**config.mk**
```make
export PLATFORM = sky130hd
export DESIGN_NAME = pipeline_stage_buffer
export DESIGN_NICKNAME = d
export VERILOG_FILES = /design/src/rtl/pipeline_stage_buffer.sv
export SDC_FILE = /design/constraint.sdc
export NUM_CORES = 1
export LEC_CHECK = 0
export BUFFER_PORTS_ARGS = -buffer_cell sky130_fd_sc_hd__clkbuf_2
export CAP_MARGIN = 40
export CORE_UTILIZATION = 50
export CTS_BUF_LIST = sky130_fd_sc_hd__clkbuf_8
export DETAILED_ROUTE_END_ITERATION = 7
export PLACE_DENSITY = 0.75
export SYNTH_ARGS = -nofsm -noshare
export SYNTH_HDL_FRONTEND = slang
export SYNTH_SLANG_ARGS = --single-unit
```
**constraint.sdc**
```tcl
create_clock -name clk -period 4 [get_ports clk]
set_clock_uncertainty 0.2 [all_clocks]
set_input_delay 0.8 -clock clk [delete_from_list [all_inputs] [get_ports clk]]
set_output_delay 0.8 -clock clk [all_outputs]
set_load 0.005 [all_outputs]
```
**src/rtl/pipeline_stage_buffer.sv**
```systemverilog
// Multi-stage valid/ready register pipeline. Each stage pairs a main register with a one-entry skid
// register, so no stage's ready depends on the stage below it in the same cycle.
module pipeline_stage_buffer #(
  parameter int DATA_WIDTH = 32,
  parameter int NUM_STAGES = 1,
  parameter int CNT_WIDTH  = $clog2(2*NUM_STAGES+1)
) (
  input  logic                  clk,
  input  logic                  reset,
  input  logic                  flush,
  input  logic                  busy_wait,
  input  logic                  in_valid,
  input  logic [DATA_WIDTH-1:0] in_data,
  output logic                  in_ready,
  output logic                  out_valid,
  output logic [DATA_WIDTH-1:0] out_data,
  input  logic                  out_ready,
  output logic [CNT_WIDTH-1:0]  occupancy
);

  localparam int LAST = NUM_STAGES - 1;

  logic                  hold;
  logic [NUM_STAGES-1:0] main_valid;
  logic [NUM_STAGES-1:0] skid_valid;
  logic [NUM_STAGES-1:0] stage_ready;
  logic [NUM_STAGES-1:0] arrive;
  logic [NUM_STAGES-1:0] take;
  logic [DATA_WIDTH-1:0] main_data [NUM_STAGES];

  // A flush or a stall blocks every handshake, both upstream and downstream.
  assign hold = busy_wait | flush;

  for (genvar s = 0; s < NUM_STAGES; s++) begin : g_stage
    logic                  up_valid;
    logic [DATA_WIDTH-1:0] up_data;
    logic                  down_ready;
    logic                  main_valid_q;
    logic                  skid_valid_q;
    logic [DATA_WIDTH-1:0] main_data_q;
    logic [DATA_WIDTH-1:0] skid_data_q;

    if (s == 0) begin : g_head
      assign up_valid = in_valid;
      assign up_data  = in_data;
    end else begin : g_chain
      assign up_valid = main_valid[s-1];
      assign up_data  = main_data[s-1];
    end

    if (s == LAST) begin : g_tail
      assign down_ready = out_ready & ~hold;
    end else begin : g_inner
      assign down_ready = stage_ready[s+1];
    end

    // Ready depends only on this stage's own skid register, so it never ripples combinationally.
    assign stage_ready[s] = ~skid_valid_q & ~hold;
    assign arrive[s]      = up_valid & stage_ready[s];
    assign take[s]        = main_valid_q & down_ready;

    assign main_valid[s] = main_valid_q;
    assign skid_valid[s] = skid_valid_q;
    assign main_data[s]  = main_data_q;

    // NOTE: sequential state uses non-blocking assignments only, so every stage samples the
    // pre-edge values of its neighbours no matter in which order the simulator runs the blocks.
    always_ff @(posedge clk) begin
      // NOTE: the data registers are reset along with the valid bits, so out_data is never X.
      if (reset || flush) begin
        main_valid_q <= 1'b0;
        skid_valid_q <= 1'b0;
        main_data_q  <= '0;
        skid_data_q  <= '0;
      end else if (!busy_wait) begin
        if (take[s]) begin
          if (skid_valid_q) begin
            main_data_q  <= skid_data_q;
            skid_valid_q <= 1'b0;
          end else begin
            main_valid_q <= arrive[s];
            if (arrive[s]) main_data_q <= up_data;
          end
        end else if (!main_valid_q) begin
          if (arrive[s]) begin
            main_valid_q <= 1'b1;
            main_data_q  <= up_data;
          end
        end else if (arrive[s]) begin
          skid_valid_q <= 1'b1;
          skid_data_q  <= up_data;
        end
      end
    end
  end

  // Moves between stages conserve the entry count, so only the two boundary handshakes change it.
  always_ff @(posedge clk) begin
    if (reset || flush) begin
      occupancy <= '0;
    end else if (!busy_wait) begin
      occupancy <= occupancy + CNT_WIDTH'(arrive[0]) - CNT_WIDTH'(take[LAST]);
    end
  end

  assign in_ready  = stage_ready[0];
  assign out_valid = main_valid[LAST];
  assign out_data  = main_data[LAST];

endmodule
```
== Yosys cells after proc, flatten, opt, wreduce, memory -nomap -nowiden ==
Cells that the tools add are included.
W data, S select, Z words.

* Bitwise gates (word level): 9
* Muxes and demuxes: 11
* Add/sub/neg operators: 2
* Eq/ne operators: 2
* Reduce and logical (&&, ||, !) cells: 7

{| class="wikitable"
|+ Operators by type and width
! cell !! number
|-
| $mux W32 || 4
|-
| $mux W1 || 7
|-
| $and A1 B1 Y1 || 4
|-
| $ne A2 B2 Y1 const B || 2
|-
| $not A1 Y1 || 4
|-
| $reduce_and A2 Y1 || 2
|-
| $reduce_and A4 Y1 || 1
|-
| $reduce_bool A2 Y1 || 2
|-
| $reduce_and A3 Y1 || 1
|-
| $add A2 B1 Y2 || 1
|-
| $sub A2 B1 Y2 || 1
|-
| $logic_or A1 B1 Y1 || 1
|-
| $or A1 B1 Y1 || 1
|}

* Bits in registers: 68
* Bits of input ports: 38
* Output and inout bits: 36

== Longest topological paths before layout ==
* Depth after elaboration: 7
* Gate-level depth with buffers: 10
* Depth with buffers taken out: 8

== Worst setup path after synthesis ==
OpenSTA, ideal clock, no wires.

* Path type: input to register
* Start: input busy_wait
* End: register occupancy[1]
* Cell stages on the path: 9
* Buffers on the path: 1
* Arrival: 2.466 ns
* Required time: 3.730 ns
* Setup slack: 1.264 ns
* Library setup time: 0.070 ns
* Cells stage by stage: nor4b_4 inv_2 buf_2 ha_1 inv_1 ha_1 xnor2_1 or3_1 a21oi_1

* Cells in the longest elaborated chain, start to end: 6

{| class="wikitable"
|+ RTL lines
! element !! line !! text
|-
| start, declared || 11 || <nowiki>input logic busy_wait,</nowiki>
|-
| $or A1 B1 Y1 || 32 || <nowiki>assign hold = busy_wait | flush;</nowiki>
|-
| $not A1 Y1 || 52, 58 ||
|-
| $and A1 B1 Y1 || 58 || <nowiki>assign stage_ready[s] = ~skid_valid_q & ~hold;</nowiki>
|-
| $and A1 B1 Y1 || 59 || <nowiki>assign arrive[s] = up_valid & stage_ready[s];</nowiki>
|-
| $add A2 B1 Y2 || 102 || <nowiki>occupancy <= occupancy + CNT_WIDTH'(arrive[0]) - CNT_WIDTH'(take[LAST]);</nowiki>
|-
| $sub A2 B1 Y2 || 102 ||
|-
| end signal, assigned || 102 ||
|-
| end, declared || 18 || <nowiki>output logic [CNT_WIDTH-1:0] occupancy</nowiki>
|}

Parallel ways exist; a longest one is shown, timed or not.
A chain may end at the register's enable or synchronous reset.

== Worst setup path after layout ==
* Start: register g_stage[0].skid_valid_q
* End: register occupancy[1]

* Cells in the longest elaborated chain, start to end: 5

{| class="wikitable"
|+ RTL lines
! element !! line !! text
|-
| start, declared || 39 || <nowiki>logic skid_valid_q;</nowiki>
|-
| start signal, assigned || 72 || <nowiki>skid_valid_q <= 1'b0;</nowiki>
|-
| start signal, assigned || 79 || <nowiki>skid_valid_q <= 1'b0;</nowiki>
|-
| start signal, assigned || 90 || <nowiki>skid_valid_q <= 1'b1;</nowiki>
|-
| $not A1 Y1 || 58 ||
|-
| $and A1 B1 Y1 || 58 ||
|-
| $and A1 B1 Y1 || 59 ||
|-
| $add A2 B1 Y2 || 102 ||
|-
| $sub A2 B1 Y2 || 102 ||
|}

No other way between the ends.

==> metrics.txt <==
# TYPE chip_impl_metric gauge
chip_impl_info{name="hold_class",value="flop to flop"} 1
chip_impl_metric{name="place_inst",unit=""} 480
chip_impl_info{name="rr_startpoint",value="g_stage[0].skid_valid_q"} 1
chip_impl_metric{name="drt_pass1_iterations",unit=""} 5
chip_impl_info{name="synthTopCellsByArea",value="sky130_fd_sc_hd__dfxtp_1 (42%), sky130_fd_sc_hd__a311oi_1 (8.1%), sky130_fd_sc_hd__nand4b_1 (8.1%)"} 1
chip_impl_metric{name="cts_buffers",unit=""} 9
chip_impl_metric{name="core_region_area",unit="µm²"} 6061
chip_impl_metric{name="hpwlAfterDp",unit="µm"} 5282
chip_impl_info{name="reg2reg_to",value="occupancy[1]"} 1
chip_impl_metric{name="asyncSetResetFlopFracSynth",unit="%"} 0
chip_impl_info{name="commonest_cells_after_routing_fill_and_taps_aside",value="sky130_fd_sc_hd__clkbuf_2 (73), sky130_fd_sc_hd__dfxtp_1 (68), sky130_fd_sc_hd__a21oi_1 (35), sky130_fd_sc_hd__o21ai_0 (34)"} 1
chip_impl_info{name="synth-main-ff-cell",value="sky130_fd_sc_hd__dfxtp_1"} 1
chip_impl_metric{name="fillers",unit=""} 546
chip_impl_metric{name="critPathRequiredTime",unit="ps"} 4060
chip_impl_info{name="hold-path-endpoint",value="g_stage[0].skid_data_q[2]"} 1
chip_impl_info{name="end_kind",value="flop"} 1
chip_impl_metric{name="crit_arrival",unit="ps"} 2880
chip_impl_metric{name="synth.net_count",unit=""} 413
chip_impl_metric{name="postSynthRegisterBits",unit=""} 68
chip_impl_metric{name="route.detailed.drc",unit=""} 0
chip_impl_metric{name="final_report_hold_violation_count",unit=""} 0
chip_impl_metric{name="avgRoutedWirePerCell",unit="µm"} 17.83
chip_impl_metric{name="slew_headroom",unit="%"} 45.59
chip_impl_metric{name="first_iter_violations",unit=""} 325
chip_impl_metric{name="die_x",unit="µm"} 82.41
chip_impl_metric{name="yosysSeqAreaShare",unit="%"} 42.11
chip_impl_info{name="layout_commonest_cell",value="sky130_fd_sc_hd__clkbuf_2"} 1
chip_impl_metric{name="drv_cap",unit=""} 0
chip_impl_metric{name="multi_input_area",unit="µm²"} 1627
chip_impl_metric{name="drt-total-wl",unit="µm"} 8807
chip_impl_info{name="top_layer_used",value="met4"} 1
chip_impl_metric{name="postSynthAreaPerCell",unit="µm²"} 8.691
chip_impl_metric{name="number_of_buffers_inserted_to_repair_setup_after_cts",unit=""} 0
chip_impl_info{name="cts-root-buf",value="sky130_fd_sc_hd__clkbuf_8"} 1
chip_impl_metric{name="initial_core_util",unit="%"} 53.34
chip_impl_info{name="rsz_0062_raised_after_global_routing",value="false"} 1
chip_impl_metric{name="synthCells",unit=""} 372
chip_impl_info{name="worst-setup-path-type",value="flop to flop"} 1
chip_impl_metric{name="met2_wirelength",unit="µm"} 4096
chip_impl_metric{name="fmax",unit="MHz"} 354.5
chip_impl_info{name="hp-start",value="g_stage[0].skid_data_q[2]"} 1
chip_impl_metric{name="netlist_area",unit="µm²"} 3233
chip_impl_metric{name="track_usage",unit="%"} 27.32
chip_impl_metric{name="worst_r2r_path_depth",unit=""} 8
chip_impl_metric{name="timing.final.setup_violations",unit=""} 0
chip_impl_metric{name="wirelength_met1",unit="µm"} 3972
chip_impl_metric{name="placement.io_buffers",unit=""} 73
chip_impl_metric{name="timing_max_transition_violations_final",unit=""} 0
chip_impl_metric{name="placementRows",unit=""} 28
chip_impl_metric{name="num_antenna_cells",unit=""} 0
chip_impl_info{name="tritoncts",value="yes"} 1
chip_impl_metric{name="layout_worst_path_cycle_share",unit="%"} 70.53
chip_impl_metric{name="preCtsSetupSlack",unit="ps"} 1018
chip_impl_info{name="critPathLaunchType",value="flop"} 1
chip_impl_metric{name="power_per_cell_area",unit="nW/µm²"} 347.2
chip_impl_metric{name="grt_first_pass_wirelength",unit="µm"} 14120
chip_impl_metric{name="area.sequential",unit="µm²"} 1361
chip_impl_metric{name="synth_edf_count",unit=""} 0
chip_impl_metric{name="maximum_clock_insertion_buffer_count",unit=""} 2
chip_impl_metric{name="finalWorstPathRequiredPeriod",unit="ps"} 2821
chip_impl_metric{name="routed-via-count",unit=""} 3230
chip_impl_metric{name="grt_max_degree",unit=""} 40
chip_impl_metric{name="wl_met3",unit="µm"} 634
chip_impl_metric{name="routability_congestion_estimate_from_global_placement",unit=""} 0.8115
chip_impl_metric{name="number_of_antenna_violations_at_the_first_check_in_global_routing",unit=""} 0
chip_impl_metric{name="cts_resized",unit=""} 0
chip_impl_metric{name="clock_slew_at_the_register_clock_pins_of_the_worst_setup_and_hold_paths",unit="ps"} 70
chip_impl_metric{name="grt_pass1_vias",unit=""} 2897
chip_impl_metric{name="cts_htree_levels",unit=""} 3
chip_impl_metric{name="layout-drive-gt1-share",unit="%"} 25.54
chip_impl_metric{name="final_net_count",unit=""} 457
chip_impl_metric{name="p_total",unit="W"} 0.001289
chip_impl_metric{name="timing.reg2reg.setup_slack",unit="ps"} 1180
chip_impl_metric{name="die_area",unit="µm²"} 6791
chip_impl_metric{name="holdPathStages",unit=""} 2
chip_impl_metric{name="clk_latency",unit="ps"} 330
chip_impl_metric{name="fin_setup_tns",unit="ps"} 0
chip_impl_metric{name="grt_overflow",unit=""} 0
chip_impl_metric{name="cts-hold-fix-buffers",unit=""} 0
chip_impl_info{name="run_status",value="finished, final reports clean"} 1
chip_impl_metric{name="yosysWarnings",unit=""} 0
chip_impl_metric{name="route.detailed.vias_per_inst",unit=""} 6.538
chip_impl_metric{name="vdd_ir_drop_max",unit="V"} 0.0001795
chip_impl_info{name="synth_top_area_cell",value="sky130_fd_sc_hd__dfxtp_1"} 1
chip_impl_metric{name="yosys.area.top_type_share",unit="%"} 42.11
chip_impl_metric{name="post_synth_num_cell_types",unit=""} 32
chip_impl_metric{name="worst_slew_pin_slew",unit="ps"} 815.0
chip_impl_metric{name="route.antenna.remaining_nets",unit=""} 0
chip_impl_metric{name="leakage",unit="nW"} 1.248
chip_impl_metric{name="final-instance-count-excl-fill",unit=""} 494
chip_impl_metric{name="area_growth",unit="%"} 14.82
chip_impl_metric{name="chipHeight",unit="µm"} 82.41
chip_impl_metric{name="cts.sinks",unit=""} 68
chip_impl_metric{name="timing.hold.ws",unit="ps"} 280.5
chip_impl_metric{name="critical_path_peak_fanout",unit=""} 37
chip_impl_metric{name="io_pins",unit=""} 74
chip_impl_metric{name="setup_ws",unit="ps"} 1179
[synth_stat cells (2+ instances only)]
master	count
sky130_fd_sc_hd__dfxtp_1	68
sky130_fd_sc_hd__o21ai_1	29
sky130_fd_sc_hd__buf_2	22
sky130_fd_sc_hd__clkbuf_1	26
sky130_fd_sc_hd__o21ai_0	34
sky130_fd_sc_hd__ha_1	3
sky130_fd_sc_hd__a211oi_1	2
sky130_fd_sc_hd__inv_1	2
sky130_fd_sc_hd__nor2_1	4
sky130_fd_sc_hd__buf_6	3
sky130_fd_sc_hd__nand2b_1	3
sky130_fd_sc_hd__o32ai_1	2
sky130_fd_sc_hd__a31oi_1	32
sky130_fd_sc_hd__a21oi_1	35
sky130_fd_sc_hd__a311oi_1	30
sky130_fd_sc_hd__nand3_1	32
sky130_fd_sc_hd__nand4b_1	30
[how the worst max path moves through the flow]
stage                                       start      endpoint  slack (ps)  cells past startpoint
final                     g_stage[0].skid_valid_q  occupancy[1]        1180                      8
after global routing      g_stage[0].skid_valid_q  occupancy[1]        1050                      8
after CTS                 g_stage[0].skid_valid_q  occupancy[1]        1220                      8
after detailed placement                busy_wait  occupancy[1]        1020                      9
after global placement                  busy_wait  occupancy[1]        1060                      9
after floorplan                         busy_wait  occupancy[1]        1260                      9
[logic make-up (layout without fill, tap and decap cells)]
| family | Yosys count | after routing | share of synthesized area, % |
|---|---|---|---|
| and+or+nand+nor | 78 | 78 | 16.80 |
| muxes | 2 | 2 | 0.7739 |
| xor gates and xnor gates | 1 | 1 | 0.2709 |
| buffers and inverters | 54 | 101 | 7.817 |
| AOI/OAI and AO/OA | 166 | 166 | 31.08 |
| DFF | 68 | 68 | 42.11 |
| adders and majority gates | 3 | 3 | 1.161 |
[through the flow]
stage | area, µm² | util [%]
2_1_floorplan | 3233 | -
3_3_place_gp | 3526 | 58.18
3_5_place_dp | 3556 | 58.67
4_1_cts | 3712 | 61.25
5_1_grt | 3712 | 61.25
6_report | 3712 | 61.25
[power by group]
part           internal [W]  leakage (nW)  total, W  switching, W
Clock              0.000230        0.0890  0.000479      0.000250
Sequential         0.000685         0.549  0.000689    0.00000464
Combinational     0.0000459         0.610  0.000120     0.0000743
[flip-flops by register name, indices dropped and copies added, names as in the netlist]
name and count:
out_data 32, out_valid 1, g_stage.skid_data_q 32, occupancy 2, g_stage.skid_valid_q 1
[layer usage]
layer,global-route usage (%),up-vias
met5,0,-
met4,9.298,0
met3,6.703,13
met2,42.56,141
met1,36.70,1544
li1,-,1532
[worst max-delay path, cell delays in order (launching register included)]
cell and delay (ps):
sky130_fd_sc_hd__dfxtp_1 850, sky130_fd_sc_hd__nor4b_4 110, sky130_fd_sc_hd__inv_2 510, sky130_fd_sc_hd__ha_1 340, sky130_fd_sc_hd__inv_1 50, sky130_fd_sc_hd__ha_1 150, sky130_fd_sc_hd__xnor2_1 70, sky130_fd_sc_hd__or3_1 300
sky130_fd_sc_hd__a21oi_1 150
[cell type report]
cell class,count,share of cell area [%]
Multi-Input combinational cell,250,43.82
Sequential cell,68,36.67
Timing Repair Buffer,84,12.47
Clock buffer,10,3.707
Tap cell,75,2.528
Clock inverter,4,0.5056
Inverter,3,0.3033
No activity file was read; power rests on OpenSTA's default activity.
